## config.mk

```make
export PLATFORM = sky130hd
export DESIGN_NAME = full_adder_resp
export DESIGN_NICKNAME = d
export VERILOG_FILES = /design/src/rtl/full_adder_resp.sv
export SDC_FILE = /design/constraint.sdc
export NUM_CORES = 1
export LEC_CHECK = 0
export CAP_MARGIN = 5
export CORE_ASPECT_RATIO = 0.5
export CORE_MARGIN = 4
export CORE_UTILIZATION = 35
export DETAILED_ROUTE_END_ITERATION = 10
export PLACE_DENSITY = 0.55
export SKIP_LAST_GASP = 1
export SLEW_MARGIN = 20
export SYNTH_ARGS = -nofsm -noshare
export SYNTH_HDL_FRONTEND = slang
export SYNTH_SLANG_ARGS = --single-unit
```

## constraint.sdc

```tcl
create_clock -name clk -period 1.6 [get_ports clk]
set_input_delay 0.16 -clock clk [delete_from_list [all_inputs] [get_ports clk]]
set_output_delay 0.16 -clock clk [all_outputs]
set_load 0.01 [all_outputs]
```

## src/rtl/full_adder_resp.sv

```systemverilog
// full_adder_resp: responder end of the valid-handshake adder bus.
// Each accepted beat is summed as a 1-bit full add at capture time. The result
// and the echoed operands then travel through LATENCY register stages.
// A saturating counter tallies every beat that leaves the pipeline.
module full_adder_resp #(
    parameter int LATENCY = 2,
    parameter int COUNT_W = 16
) (
    input  logic               clk,
    input  logic               rst,
    input  logic               valid_in,
    input  logic [2:0]         data_bus_in,
    output logic               valid_out,
    output logic [4:0]         data_bus_out,
    output logic [COUNT_W-1:0] txn_count
);

    if (LATENCY < 1 || LATENCY > 8) begin : g_bad_latency
        $fatal(1, "full_adder_resp: LATENCY must be in 1..8");
    end
    if (COUNT_W < 2 || COUNT_W > 32) begin : g_bad_count_w
        $fatal(1, "full_adder_resp: COUNT_W must be in 2..32");
    end

    // {cout, s, cin, b, a} from {cin, b, a}
    function automatic logic [4:0] full_add(input logic [2:0] abc);
        logic a;
        logic b;
        logic cin;
        logic s;
        logic cout;
        a    = abc[0];
        b    = abc[1];
        cin  = abc[2];
        s    = a ^ b ^ cin;
        cout = (a & b) | (cin & (a ^ b));
        return {cout, s, cin, b, a};
    endfunction

    // Increment that sticks at all-ones instead of wrapping
    function automatic logic [COUNT_W-1:0] sat_inc(input logic [COUNT_W-1:0] v);
        return (v == '1) ? v : v + 1'b1;
    endfunction

    logic [4:0]         word_p0;
    logic [LATENCY-1:0] vld_p;
    logic [4:0]         word_p [LATENCY];
    logic               exit_vld;
    logic [COUNT_W-1:0] count;

    // Stage 0: combinational full add on the incoming operands
    always_comb begin
        word_p0 = full_add(data_bus_in);
    end

    // The valid bit entering the final stage marks the edge a beat exits
    if (LATENCY == 1) begin : g_exit_direct
        assign exit_vld = valid_in;
    end else begin : g_exit_piped
        assign exit_vld = vld_p[LATENCY-2];
    end

    // Pipeline stages 1..LATENCY; words move only with a valid bit so every
    // stage, including the output one, holds its last real beat across bubbles
    always_ff @(posedge clk) begin
        if (rst) begin
            vld_p <= '0;
            for (int i = 0; i < LATENCY; i++) begin
                word_p[i] <= '0;
            end
        end else begin
            vld_p[0] <= valid_in;
            if (valid_in) begin
                word_p[0] <= word_p0;
            end
            for (int i = 1; i < LATENCY; i++) begin
                vld_p[i] <= vld_p[i-1];
                if (vld_p[i-1]) begin
                    word_p[i] <= word_p[i-1];
                end
            end
        end
    end

    // Completed-transaction counter, stepping on the edge that raises valid_out
    always_ff @(posedge clk) begin
        if (rst) begin
            count <= '0;
        end else if (exit_vld) begin
            count <= sat_inc(count);
        end
    end

    // Final stage drives the bus directly
    assign valid_out    = vld_p[LATENCY-1];
    assign data_bus_out = word_p[LATENCY-1];
    assign txn_count    = count;

endmodule

```

== After elaboration in Yosys (flattened, before gate mapping) ==
Memory sizes are Yosys's and may differ from the RTL's.
Cells that the tools add are included.

* Register bits: 18
* Memory bits (writable): 10
* Bits of input ports: 6
* Output and inout port bits: 22
* Word-level logic and storage cells: 24
* Memories: 1

* Add/sub/neg operators: 1
* Eq/ne operators: 1
* Multiplexer cells: 10
* Bitwise gates (word level): 8
* Reduce and logical (&&, ||, !) cells: 1

{| class="wikitable"
|+ Memories
! memory !! depth !! width !! rd ports !! clocked after memory_dff !! write ports !! RTL line !! text
|-
| word_p || 2 || 5 || 2 || 0 || 2 || 47 || <nowiki>logic [4:0] word_p [LATENCY];</nowiki>
|}

{| class="wikitable"
|+ Operators by type and width
! kind !! number
|-
| adder 16 x 1 -> 16 bit, second input constant || 1
|-
| == test 16 bit, second input constant || 1
|-
| two-way mux 5 bit || 2
|-
| two-way mux 1 bit || 8
|-
| bitwise OR 1 bit || 3
|-
| AND 1 bit || 2
|-
| AND reduction 2 bit || 1
|-
| bitwise XOR 1 bit || 2
|-
| NOT 1 bit || 1
|}

== Longest topological paths before layout ==
Gate-level depths: netlist of the first run.

* Word-level depth: 4
* Depth in mapped cells: 6
* Mapped depth without buffers: 5

== Least setup slack after synthesis of the first run ==
OpenSTA, ideal clock, no wires.

* Path type: reg2reg
* From: register count[0], in the netlist txn_count[0]
* To: register count[14], in the netlist txn_count[14]
* Library setup time: 0.121 ns
* Arrival: 1.432 ns
* Required time: 1.479 ns
* Slack: 0.047 ns
* Stages on the path, launching flop included: 6
* Buffers on the path: 0
* Clock period less this slack: 1.553 ns
* Path through: dfxtp_1 > ha_1 > nand4_1 > a31oi_1 > nand4_1 > mux2_2

* Word-level cells in the longest chain between the ends: 3
* Elaborated cells between the ends (all ways): 4
* Those cells by class: 1 x add/sub; 1 x eq/ne; 1 x bitwise; 1 x reduce/logical

{| class="wikitable"
|+ RTL lines
! what !! RTL line !! text
|-
| from (decl) || 49 || <nowiki>logic [COUNT_W-1:0] count;</nowiki>
|-
| from (signal assigned) || 90 || <nowiki>count <= sat_inc(count);</nowiki>
|-
| parallel branches: the longest is 3 deep, another holds adder 16 x 1 -> 16 bit || - ||
|}

Several ways; the timed one is not identified.
A chain may end at the register's enable or synchronous reset.

== Worst setup path after layout of the first run ==
* From: register count[1], in the netlist txn_count[1]
* To: register count[6], in the netlist txn_count[6]

The elaborated chain is that of the path after synthesis.

==> impl_metrics.py, run 1 <==
metrics = {
    "synthesis": {
        "yosys.area_share.simple_pct": 31.9,
        "yosysTopAreaCell": "dfxtp_1",
        "syn_nets": 142,
        "yosysTopAreaCellShare_pct": 26.2,
        "synthMuxAreaShare_pct": 3.45,
        "yosysUniqueCellTypes": 40,
        "synth.area.top_cells": "dfxtp_1, edfxtp_1, nor2b_1",
        "synth_cells": 134,
        "synth_fa_ha_area_share_pct": 2.36,
        "avgSynthCellArea_um2": 10.3,
        "synth_compound_area_share_pct": 9.54,
        "ys_ff_latch": 28,
        "synth_top_family_by_area": "simple AND/OR/NAND/NOR gates",
        "syn_area_um2": 1380,
        "ys_seq_area_share_pct": 48.0,
        "yosysWarningCount": 0,
        "synth_xor_area_share_pct": 0.636,
    },
    "placed_design": {
        "hpwlAfterDp_um": 2180,
        "dp_slack_ns": 0.0205,
        "place_area_um2": 1740,
        "io_buffer_count": 27,
        "globalplace.congestion": 0.744,
    },
    "global_route": {
        "grt-ovfl-total": 0,
        "grt_max_degree": 17,
        "antenna_found_initial": 0,
        "grt_pass1_vias": 1046,
        "grt_pass1_wl_um": 5040,
        "grt_usage_pct": 12.6,
    },
    "setup_path": {
        "worstSetupEndpoint": "txn_count[6]$_SDFFE_PP0P_",
        "criticalPathCategory": "flop to flop",
        "r2r-start": "txn_count[1]$_SDFFE_PP0P_",
        "ff2ff_path_depth": 6,
        "worstPathRequired_ns": 1.82,
        "crit_fanout": 11,
        "end_kind": "flop",
        "r2r_slack_ns": 0.07,
        "critPathLaunch": "txn_count[1]$_SDFFE_PP0P_",
        "startpoint_type": "flop",
        "arrival_ns": 1.75,
        "rr_endpoint": "txn_count[6]$_SDFFE_PP0P_",
    },
    "sta": {
        "worst_slack_ns": 0.0733,
        "setup_viol": 0,
        "tightest_slew_ns": 0.333,
        "fin_crit_sh_pct": 95.4,
        "final_hold_viol_count": 0,
        "fmax_mhz": 655,
        "min_period_ns": 1.53,
        "finClkSkew_ns": 0.00482,
        "finalMaxSlewViolations": 0,
        "rsz0062_at_grt": "yes",
        "relSlewSlack_pct": 77.6,
        "setup_tns_ns": 0,
    },
    "worst_hold_path": {
        "min_path_type": "input port to flop",
        "hold_start": "valid_in",
    },
    "drt": {
        "totalWireLength_um": 2980,
        "drt_iter0_drc": 56,
        "drcViolationCount": 0,
        "first_pass_iters": 4,
        "via_count": 1108,
        "final_antenna_net_count": 0,
        "wire_per_inst_um": 13.7,
        "viasPerCell": 5.08,
    },
    "finish": {
        "layout-drive-gt1-share_pct": 22.2,
        "syn_to_final_growth_pct": 35.6,
        "design_area_um2": 1870,
        "num-nets-final": 176,
        "num_antenna_cells": 0,
    },
    "power_and_ir_drop": {
        "power.leakage_nw": 0.659,
        "power_per_cell_area_nw_per_um2": 779,
        "irDropWorstVdd_mv": 0.343,
    },
    "cts": {
        "cts_buffers": 3,
        "clkTransAtPathRegs_ns": 0.10,
        "clock_sinks": 28,
        "cts_tree": "built",
        "cts_setup_buffers": 0,
        "h-tree-depth": 1,
        "cts_max_path_buffers": 2,
        "cts_root_buffer": "clkbuf_8",
        "insertion_delay_ns": 0.28,
    },
    "floorplanning": {
        "row_count": 15,
        "start_util_pct": 38.2,
        "chipHeight_um": 52.4,
        "dieArea_um2": 5060,
        "ios": 28,
        "die_w_um": 96.7,
        "core_um2": 3600,
    },
    "job": {
        "cap_viol_max_count": 0,
    },
    "outcome": {
        "status": "completed",
    },
}
[report_power, final]
part	total, W	internal, W	switching, W
clock network	0.000557	0.000335	0.000222
logic	0.000124	0.0000682	0.0000553
registers	0.000774	0.000766	0.00000833
[Yosys cell counts, drive strengths merged]
master and n:
o31ai 2, a31oi 1, and2 2, buf 7
nor3b 1, nand2b 2, or4 2, or2 2
nor3 2, ha 1, fa 1, edfxtp 10
nor2b 16, nand4 8, o21ba 1, a311oi 2
and3 3, mux2i 1, nor4b 1, mux2 3
o21bai 1, o21ai 6, or3 6, nand2 1
nor2 7, nor4 1, a21oi 9, nand3 11
clkbuf 2, and4 3, dfxtp 18, xnor2 1
[metal layers]
metal,GRT usage [%],vias to the layer above,share of wire (%)
met4,2.80,0,0.77
met3,4.78,4,5.5
li1,-,563,-
met5,0,-,0
met2,19.9,19,45
met1,16.5,522,49
[sequential cells by signal, indices dropped and copies added, names as in the netlist]
signal / cells
txn_count: 16
vld_p: 2
word_p: 10
[timing repair]
action / CTS / global route
hold endpoints to repair: 0 / 0
endpoints found under the setup margin: 0 / 15
resized for setup: 0 / 13
hold buffers: 0 / 0
[logic make-up (layout without fill, tap and decap cells)]
logic type,Yosys count,count (layout)
simple gates,68,68
flops,28,28
buf+inv,9,42
fa+ha+maj,2,2
mux,4,4
xor+xnor,1,1
compound gates,22,22
[layout by cell type (no fill, tap or decap), drive strengths merged, types with 3 or more instances in the layout]
master	n
a21oi	9
and3	3
and4	3
buf	11
clkbuf	3
clkdlybuf4s50	27
dfxtp	18
edfxtp	10
mux2	3
nand3	11
nand4	8
nor2	7
nor2b	16
o21ai	6
or3	6
[layout make-up]
| type | instances | area (um^2) |
|---|---|---|
| Fill cell | 342 | 1740 |
| Multi-Input combinational cell | 97 | 714 |
| Sequential cell | 28 | 666 |
| Timing Repair Buffer | 38 | 353 |
| Tap cell | 51 | 63.8 |
| Clock buffer | 3 | 41.3 |
| Clock inverter | 1 | 30.0 |
[worst min-delay path by stage]
stage,endpoint,depth (start not counted),slack [ns]
2_1_floorplan,vld_p[1]$_SDFF_PP0_,1,0.24
3_3_place_gp,txn_count[6]$_SDFFE_PP0P_,2,0.50
3_5_place_dp,txn_count[6]$_SDFFE_PP0P_,2,0.51
4_1_cts,vld_p[0]$_SDFF_PP0_,2,0.48
5_1_grt,vld_p[0]$_SDFF_PP0_,2,0.49
6_report,vld_p[0]$_SDFF_PP0_,2,0.48
[critical path, cell delays in order, from the launching register on]
cell and delay, ns:
dfxtp_1 0.34, ha_4 0.18, nand4_1 0.13, nor4_4 0.05
buf_4 0.17, or4_4 0.48, a21oi_2 0.11
[metrics by stage]
stage / hold WS [ns] / util, % / instances / power (W)
3_3_place_gp: 0.502 / 48.2 / 214 / 0.000910
3_5_place_dp: 0.507 / 48.2 / 214 / 0.000911
6_report: 0.477 / 51.8 / 218 / 0.00146
5_1_grt: 0.489 / 51.8 / 218 / 0.00152
4_1_cts: 0.480 / 50.2 / 218 / 0.00147
2_1_floorplan: 0.243 / - / 134 / 0.000857
Power figures use the tool's default switching activity.
==> inputs of run 2 (changes only) <==
--- a/config.mk
+++ b/config.mk
@@ -10,6 +10,7 @@
 export CORE_MARGIN = 4
 export CORE_UTILIZATION = 35
 export DETAILED_ROUTE_END_ITERATION = 10
+export GPL_TIMING_DRIVEN = 0
 export PLACE_DENSITY = 0.55
 export SKIP_LAST_GASP = 1
 export SLEW_MARGIN = 20
==> constraint.sdc (replaced) <==
create_clock -name clk -period 1.5 [get_ports clk]
set_input_delay 0.15 -clock clk [delete_from_list [all_inputs] [get_ports clk]]
set_output_delay 0.15 -clock clk [all_outputs]
set_load 0.01 [all_outputs]
==> impl_metrics.py, run 2 (same netlist as run 1, synthesis figures left out) <==
metrics = {
    "outcome": {
        "status": "finished with violations",
        "violations": "setup timing",
    },
    "finish": {
        "num-nets-final": 190,
        "nFillCells": 337,
        "design_area_um2": 2050,
        "syn_to_final_growth_pct": 48.6,
        "ff_latch_area_um2": 698,
        "largest_reg_flops": 16,
        "layout-drive-gt1-share_pct": 37.6,
        "final_cell_mix": "clkdlybuf4s50_1, buf_4, nor2b_1, edfxtp_1, dfxtp_2",
        "mostFrequentLayoutCell": "clkdlybuf4s50_1",
        "num_antenna_cells": 0,
        "multi_input_area_um2": 749,
    },
    "placed_design": {
        "globalplace.congestion": 0.782,
        "place_area_um2": 1720,
        "hpwlAfterDp_um": 2180,
        "dp_slack_ns": -0.330,
        "io_buffer_count": 27,
    },
    "drt": {
        "final_antenna_net_count": 0,
        "drcViolationCount": 0,
        "wl_met2_um": 1630,
        "wl_met3_um": 169,
        "first_pass_iters": 4,
        "totalWireLength_um": 3440,
        "met1_length_um": 1620,
        "drt_iter0_drc": 30,
        "via_count": 1199,
        "top_layer": "met4",
        "viasPerCell": 5.17,
        "wire_per_inst_um": 14.8,
    },
    "cts": {
        "clkTransAtPathRegs_ns": 0.10,
        "cts_hold_buf": 0,
        "cts_buffers": 3,
        "insertion_delay_ns": 0.27,
        "cts_root_buffer": "clkbuf_8",
        "clock_sinks": 28,
        "cts_max_path_buffers": 2,
        "cts_tree": "built",
        "h-tree-depth": 1,
    },
    "floorplanning": {
        "ios": 28,
        "start_util_pct": 38.2,
        "core_um2": 3600,
        "chipHeight_um": 52.4,
        "die_w_um": 96.7,
        "row_count": 15,
        "dieArea_um2": 5060,
    },
    "sta": {
        "fin_crit_sh_pct": 108,
        "final_hold_viol_count": 0,
        "worst_slack_ns": -0.113,
        "setup_viol": 9,
        "setup_tns_ns": -0.513,
        "finalMaxSlewViolations": 0,
        "fmax_mhz": 620,
        "rsz0062_at_grt": "yes",
        "min_period_ns": 1.61,
        "relSlewSlack_pct": 72.4,
        "finClkSkew_ns": 0.00430,
        "tightest_slew_ns": 0.415,
    },
    "setup_path": {
        "worstPathRequired_ns": 1.70,
        "path_buf_inv": 2,
        "max_stage_delay_ns": 0.40,
        "criticalPathCategory": "flop to flop",
        "arrival_ns": 1.82,
        "startpoint_type": "flop",
        "crit_chain": "ha_4, nand4_1, nor4_4, buf_4, buf_6, or4_1, a21oi_1",
        "end_kind": "flop",
        "crit_slowest_cell": "or4_1",
        "crit_family": "simple AND/OR/NAND/NOR gates",
        "crit_fanout": 3,
    },
    "job": {
        "cap_viol_max_count": 0,
    },
    "power_and_ir_drop": {
        "power.leakage_nw": 0.740,
        "irDropWorstVdd_mv": 0.350,
        "power_per_cell_area_nw_per_um2": 757,
        "power_w": 0.00155,
    },
    "global_route": {
        "grt_pass1_vias": 1163,
        "grt-ovfl-total": 0,
        "grt_usage_pct": 13.8,
        "antenna_found_initial": 0,
        "grt_max_degree": 17,
        "grt_pass1_wl_um": 5510,
    },
    "worst_hold_path": {
        "min_path_type": "input port to flop",
    },
}
run 2: cell count changes in the layout (fill, tap and decap cells not counted), moves of 4 or more:
cell	change
buf_6	+4
dfxtp_1	-12
buf_4	+7
dfxtp_2	+5
dfxtp_4	+7
run 2: per-stage QoR:
stage                     cells  hold slack (ns)  util [%]
after floorplan             134            0.233         -
after global placement      212            0.488      47.6
after detailed placement    212            0.503      47.6
after CTS                   227            0.487      54.0
after global routing        232            0.521      56.8
final                       232            0.503      56.8
run 2: report_power, final:
| part | switching [W] | total [W] | internal (W) |
|---|---|---|---|
| clock | 0.000232 | 0.000589 | 0.000357 |
| combinational | 0.0000613 | 0.000145 | 0.0000832 |
| sequential | 0.0000109 | 0.000817 | 0.000806 |
| total | 0.000304 | 0.00155 | 0.00125 |
run 2: final cells by class:
class                   count  share of cell area (%)
multi-input cells          97                    36.6
well taps                  51                    3.12
clock inverters             1                    1.47
plain buffers               9                    3.06
clock buffers               3                    2.02
repair buffers             43                    19.6
flip-flops and latches     28                    34.1
run 2: final timing paths:
path	from	to	slack [ns]	cells after the start
max	txn_count[0]$_SDFFE_PP0P_	txn_count[6]$_SDFFE_PP0P_	-0.11	7
max reg2reg	txn_count[0]$_SDFFE_PP0P_	txn_count[6]$_SDFFE_PP0P_	-0.11	7
min reg2reg	txn_count[15]$_SDFFE_PP0P_	txn_count[15]$_SDFFE_PP0P_	0.50	1
min	valid_in	vld_p[0]$_SDFF_PP0_	0.50	2
run 2: what timing repair did:
| action | CTS | global route |
|---|---|---|
| pin swaps | 9 | 9 |
| setup endpoints to repair | 16 | 30 |
| gates resized for setup | 20 | 25 |
| setup buffers | 10 | 5 |
| gates cloned | 1 | 0 |
run 2: worst register-to-register path, stage by stage (launching register included):
cell     delay [ns]
dfxtp_4        0.36
ha_4           0.17
nand4_1        0.15
nor4_4         0.06
buf_4          0.16
buf_6          0.11
or4_1          0.40
a21oi_1        0.14
run 2: metal layers:
| layer | vias up | track usage [%] |
|---|---|---|
| met2 | 22 | 24.1 |
| met5 | - | 0 |
| li1 | 594 | - |
| met4 | 0 | 2.80 |
| met3 | 2 | 4.25 |
| met1 | 581 | 17.1 |
